<file path="config.mk">
export PLATFORM = sky130hd
export DESIGN_NAME = cmp_bist_ctrl_flat
export DESIGN_NICKNAME = d
export VERILOG_FILES = /design/src/rtl/cmp_bist_if.sv /design/src/rtl/cmp_bist_ctrl.sv /design/src/flat_wrapper.sv
export SDC_FILE = /design/constraint.sdc
export NUM_CORES = 1
export LEC_CHECK = 0
export ABC_AREA = 0
export CORE_MARGIN = 8
export CORE_UTILIZATION = 50
export DETAILED_ROUTE_END_ITERATION = 16
export GPL_TIMING_DRIVEN = 1
export PLACE_DENSITY = 0.78
export SETUP_SLACK_MARGIN = 0.4
export SLEW_MARGIN = 20
export SYNTH_ARGS = -nofsm -noshare
export SYNTH_HDL_FRONTEND = slang
export SYNTH_SLANG_ARGS = --single-unit
</file>
<file path="constraint.sdc">
create_clock -name clk -period 2.6 [get_ports clk]
set_input_delay 0.26 -clock clk [delete_from_list [all_inputs] [get_ports clk]]
set_output_delay 0.26 -clock clk [all_outputs]
set_load 0.05 [all_outputs]
</file>
<file path="src/rtl/cmp_bist_if.sv">
// Comparator-side bus between the BIST controller (master) and the comparator under test (slave).
interface cmp_bist_if #(
  parameter int N = 4
);
  logic [N-1:0] a_out;
  logic [N-1:0] b_out;
  logic         eq_in;
  logic         lw_in;
  logic         gr_in;

  modport master (output a_out, b_out, input eq_in, lw_in, gr_in);
  modport slave  (input a_out, b_out, output eq_in, lw_in, gr_in);
endinterface

</file>
<file path="src/rtl/cmp_bist_ctrl.sv">
// Exhaustive-sweep BIST controller for an N-bit magnitude comparator.
// Optional macro CMP_BIST_STOP_ON_ERROR_EN: finish the sweep at the first failing pair.
module cmp_bist_ctrl #(
  parameter int N      = 4,
  parameter int SETTLE = 1
) (
  input  logic          clk,
  input  logic          rst_n,
  input  logic          start,
  cmp_bist_if.master    cmp,
  output logic          busy,
  output logic          done,
  output logic          pass,
  output logic [2*N:0]  err_count,
  output logic          fail_valid,
  output logic [N-1:0]  fail_a,
  output logic [N-1:0]  fail_b
);

`ifdef CMP_BIST_STOP_ON_ERROR_EN
  localparam bit STOP_ON_ERROR = 1'b1;
`else
  localparam bit STOP_ON_ERROR = 1'b0;
`endif

  localparam int EW = 2 * N + 1;
  localparam int SW = (SETTLE > 0) ? $clog2(SETTLE + 1) : 1;
  localparam logic [SW-1:0] SETTLE_LAST = SW'((SETTLE > 0) ? SETTLE - 1 : 0);

  typedef enum logic [1:0] {IDLE, WAIT, CHECK, DONE} state_t;

  state_t          state, state_nxt;
  logic [N-1:0]    a_q, b_q;
  logic [SW-1:0]   settle_cnt;
  logic [2*N-1:0]  pair_inc;
  logic            mismatch;
  logic            last_pair;
  logic            finish;

  assign cmp.a_out = a_q;
  assign cmp.b_out = b_q;

  // Any flag disagreeing counts, so non-one-hot flag patterns are caught too.
  assign mismatch  = (cmp.eq_in != (a_q == b_q)) ||
                     (cmp.lw_in != (a_q <  b_q)) ||
                     (cmp.gr_in != (a_q >  b_q));
  assign last_pair = &{a_q, b_q};
  assign finish    = last_pair || (STOP_ON_ERROR && mismatch);
  assign pair_inc  = {a_q, b_q} + (2 * N)'(1);

  always_ff @(posedge clk or negedge rst_n) begin
    if (!rst_n) state <= IDLE;
    else        state <= state_nxt;
  end

  always_comb begin
    state_nxt = state;
    case (state)
      IDLE, DONE: if (start) state_nxt = (SETTLE > 0) ? WAIT : CHECK;
      WAIT:       if (settle_cnt == SETTLE_LAST) state_nxt = CHECK;
      CHECK: begin
        if (finish)           state_nxt = DONE;
        else if (SETTLE > 0)  state_nxt = WAIT;
        else                  state_nxt = CHECK;
      end
      default:    state_nxt = IDLE;
    endcase
  end

  always_comb begin
    busy = (state == WAIT) || (state == CHECK);
    done = (state == DONE);
    pass = (state == DONE) && (err_count == '0);
  end

  always_ff @(posedge clk or negedge rst_n) begin
    if (!rst_n) begin
      a_q        <= '0;
      b_q        <= '0;
      settle_cnt <= '0;
      err_count  <= '0;
      fail_valid <= 1'b0;
      fail_a     <= '0;
      fail_b     <= '0;
    end else begin
      case (state)
        IDLE, DONE: begin
          if (start) begin
            a_q        <= '0;
            b_q        <= '0;
            settle_cnt <= '0;
            err_count  <= '0;
            fail_valid <= 1'b0;
            fail_a     <= '0;
            fail_b     <= '0;
          end
        end
        WAIT: settle_cnt <= settle_cnt + SW'(1);
        CHECK: begin
          settle_cnt <= '0;
          if (mismatch) begin
            // At most 2^(2N) failures, which EW bits always hold.
            err_count <= err_count + EW'(1);
            if (!fail_valid) begin
              fail_valid <= 1'b1;
              fail_a     <= a_q;
              fail_b     <= b_q;
            end
          end
          // b carries into a through the concatenated increment.
          if (!finish) {a_q, b_q} <= pair_inc;
        end
        default: ;
      endcase
    end
  end

endmodule

</file>
<file path="src/flat_wrapper.sv">
// flat-port wrapper written by rule: the top's interface ports become plain ports
module cmp_bist_ctrl_flat 
#(
  parameter int N      = 4,
  parameter int SETTLE = 1
)
  (clk, rst_n, start, busy, done, pass, err_count, fail_valid, fail_a, fail_b, cmp_a_out, cmp_b_out, cmp_eq_in, cmp_lw_in, cmp_gr_in);
  cmp_bist_if #(.N(N)) cmp_i ();
  input  logic clk;
  input  logic rst_n;
  input  logic start;
  output logic busy;
  output logic done;
  output logic pass;
  output logic [2*N:0] err_count;
  output logic fail_valid;
  output logic [N-1:0] fail_a;
  output logic [N-1:0] fail_b;
  output wire logic [$bits(cmp_i.a_out)-1:0] cmp_a_out;
  output wire logic [$bits(cmp_i.b_out)-1:0] cmp_b_out;
  input wire logic [$bits(cmp_i.eq_in)-1:0] cmp_eq_in;
  input wire logic [$bits(cmp_i.lw_in)-1:0] cmp_lw_in;
  input wire logic [$bits(cmp_i.gr_in)-1:0] cmp_gr_in;
  assign cmp_a_out = cmp_i.a_out;
  assign cmp_b_out = cmp_i.b_out;
  assign cmp_i.eq_in = cmp_eq_in;
  assign cmp_i.lw_in = cmp_lw_in;
  assign cmp_i.gr_in = cmp_gr_in;
  cmp_bist_ctrl #(.N(N), .SETTLE(SETTLE)) u_core (.clk(clk), .rst_n(rst_n), .start(start), .cmp(cmp_i), .busy(busy), .done(done), .pass(pass), .err_count(err_count), .fail_valid(fail_valid), .fail_a(fail_a), .fail_b(fail_b));
endmodule
</file>
==> results.md <==
- WP buf/inv: 2
- # rows: 21
- Most frequent cells after synthesis: dfrtp_1, o21ai_0, nand2_1
- Die Span X: between 70 and 80 um
- Crit path max-delay family: flip-flops
- Critical R2R Capture: u_core.err_count[8]
- Total track usage: between 15 and 20%
- Worst hold path type: in2async
- Root Driver: clkbuf_4
- Flop pwr share: about two fifths
- P_int: ~0.87 mW
- Fin Setup TNS: 0 ns
- Hpwl dp: roughly 3200 um
- Flop2flop setup slack: approximately 0.45 ns
- Post-CTS Hold Fix Bufs: 0
- Top-area cell type share of the netlist area: ~43%
- P&R area growth vs syn: 35.1%
- Post-route cell area: approximately 0.0023 mm^2
- GP Congestion: approximately 0.85
- Clock power frac: 21.6%
- Share of layout cells above drive strength 1: between 20 and 25%
- Post-route minimum period: approximately 2.1 ns
- Ratio of final minimum period to clock period: 82.6%
- Synthesized flop and latch total: 29
- Max-slew headroom: roughly two thirds
- Final Util: 69.4%
- Asr flop ratio synth: between 90% and 100%
- Crit Path Class: reg2reg
- CTS H-tree lvls: 2
- Vias: 1,558
- Core box area: between 0.003 and 0.004 mm^2
- Worst VDD drop: 0.515 mV
- Crit path capture type: register
- Seq/Total Area, Yosys: about 43%
- Met2 WL: roughly 2200 um
- Ranking of synthesized cells by area: dfrtp_1, o21ai_0, ha_1
- WP data arrival: around 2.4 ns
- Initial DRT Pass Iterations: 4
- Initial DRC count: 125
- Initial core utilization: 51.4%
- CP peak stage delay: 0.42 ns
- Antenna fix cells: 0
- Syn_nets: around 200
- Worst R2R Start: u_core.cmp.a_out[0]
- Switching share of power: about two fifths
- Yosys cell types: 39
- Max FO, Critical Path: 5
- Synth area leader: dfrtp_1
- CTS sink cnt: 29
- Post-Synthesis Cells: between 150 and 200
- Fin. Hold Viols: 0
- Via density per instance: about 5.6
- Switching pwr: between 0.6 and 0.7 mW
- CTS tree: done
- Post-synth EDFFs: 0
- Comb pwr share: around 38%
- Grt total ovfl: 0
- Fmax: about 470 MHz
- Place WS: between 0.3 and 0.4 ns
- Ys flop type: dfrtp_1
- Critical Path RT: 2.83 ns
- Worst-path clk slew: approximately 0.10 ns
- Leakage power: between 0.9 and 1 nW
- Met3 wire length: about 320 um
- Cts bufs inserted: 5
- First-pass GRT wire length: 7080 um
- Die height: around 74 um
- Syn avg cell area: approximately 9.2 um^2
- Longest Clk Path Bufs: 2
- Final WL: 4340 um
- Worst setup margin: ~0.45 ns
- Worst-skew pair later-pin latency: between 0.3 and 0.4 ns
- Max Cap Viol: 0
- M1 WL: around 1800 um
- I/O Pins: 35
- Drt drc: 0
- Pwr per Cell Area: roughly 650 mW/mm^2
- Cell count of the worst reg-to-reg path: 9
- Largest net degree at the start of global routing: 30
- Unrepaired setup endpoints after global routing: false
- Initial antenna violation count: 0
- Overall Power: roughly 1.5 mW
- Synth Cell Area: 0.00169 mm^2
- Uppermost layer routed: met4
- Yosys warns: 0
- CP max-delay cell: dfrtp_2
- Pin slew with the least headroom to its limit: around 0.5 ns
- CP Launch Type: register
- Nets: between 200 and 250
- Buffers on Ports: 34
- Vias in the first global route: between 1,500 and 2,000
- Slew Limit Fails: 0
- Placed instance area: ~0.0021 mm^2
- Status: completed
- Post-route clock skew: between 0.01 and 0.015 ns
- Die area: between 0.005 and 0.006 mm^2
- ANT nets after route: 0
- Final setup viols: 0
- DR WL/cell: 15.7 um
- Crit path cell chain: inv_2 > ha_1 > nand4_1 > xnor2_1 > o211ai_1 > a31oi_4 > buf_4 > mux2i_1 > nand2_1
placed cells by master, fill, tap and decap left out, drive strengths merged, types with 2 or more instances in the layout:
master / synthesis / routed
clkdlybuf4s50: 0 / 32
o21ai: 30 / 30
dfrtp: 29 / 29
nand2: 18 / 18
inv: 14 / 14
nand3: 11 / 11
buf: 3 / 11
ha: 11 / 11
nor2: 10 / 10
a21oi: 8 / 8
clkbuf: 3 / 7
or3: 6 / 6
nand2b: 5 / 5
nor3: 4 / 4
mux2i: 3 / 3
o22ai: 3 / 3
or2: 3 / 3
a31oi: 3 / 3
nand4: 2 / 2
a22o: 2 / 2
nand3b: 2 / 2
nor4b: 2 / 2
o31ai: 2 / 2
o41ai: 2 / 2
layer usage:
layer	up-vias	track usage, %
li1	742	-
met5	-	0
met4	0	6.43
met3	8	4.99
met2	74	27.2
met1	734	19.8
per-stage QoR:
stage          cells  hold WS [ns]
3_5_place_dp     262         0.498
5_1_grt          276         0.331
2_1_floorplan    184       -0.0356
6_report         276         0.298
3_3_place_gp     262         0.494
4_1_cts          270         0.327
registers in the layout, indices dropped and copies added (netlist names):
name and count:
u_core.cmp.a_out 4, u_core.cmp.b_out 4, u_core.err_count 9, u_core.fail_a 4, u_core.fail_b 4, u_core.fail_valid 1
u_core.settle_cnt 1, u_core.state 2
cell type report:
| type | instances | area, um^2 |
|---|---|---|
| multi-input combinational | 135 | 950 |
| sequential | 29 | 736 |
| timing repair buffer | 44 | 415 |
| fill | 244 | 1000 |
| clock inverter | 1 | 5.00 |
| inverter | 14 | 52.6 |
| clock buffer | 7 | 65.1 |
| tap | 46 | 57.6 |
kinds of logic (layout without fill, tap and decap cells):
logic type / count (synthesis) / after routing / synth area share (%)
adders and majority gates: 11 / 11 / 8.15
DFF: 29 / 29 / 43.0
AOI/OAI and AO/OA: 52 / 52 / 20.2
xor gates and xnor gates: 2 / 2 / 1.04
muxes: 3 / 3 / 1.78
buffers and inverters: 20 / 66 / 5.04
and+or+nand+nor: 67 / 67 / 20.8
power groups by stage:
stage / registers, mW / logic (mW) / clock network (mW)
2_1_floorplan: 0.830 / 0.138 / 0
3_3_place_gp: 0.603 / 0.554 / 0
3_5_place_dp: 0.609 / 0.562 / 0
4_1_cts: 0.600 / 0.562 / 0.320
5_1_grt: 0.617 / 0.600 / 0.349
6_report: 0.605 / 0.564 / 0.321
how the worst max path moves through the flow:
stage / startpoint / to / cells past startpoint
5_1_grt: u_core.cmp.a_out[0] / u_core.err_count[8] / 9
2_1_floorplan: u_core.cmp.b_out[2] / u_core.err_count[0] / 9
4_1_cts: u_core.state[0] / u_core.err_count[7] / 8
6_report: u_core.cmp.a_out[0] / u_core.err_count[8] / 9
3_5_place_dp: u_core.cmp.b_out[2] / u_core.err_count[2] / 8
3_3_place_gp: u_core.cmp.b_out[2] / u_core.err_count[4] / 8
timing repair:
item	CTS	global route
pin swaps	0	1
resized for setup	2	5
endpoints found under the setup margin	9	20
buffers inserted	0	6
(Power assumes the default switching activity.)
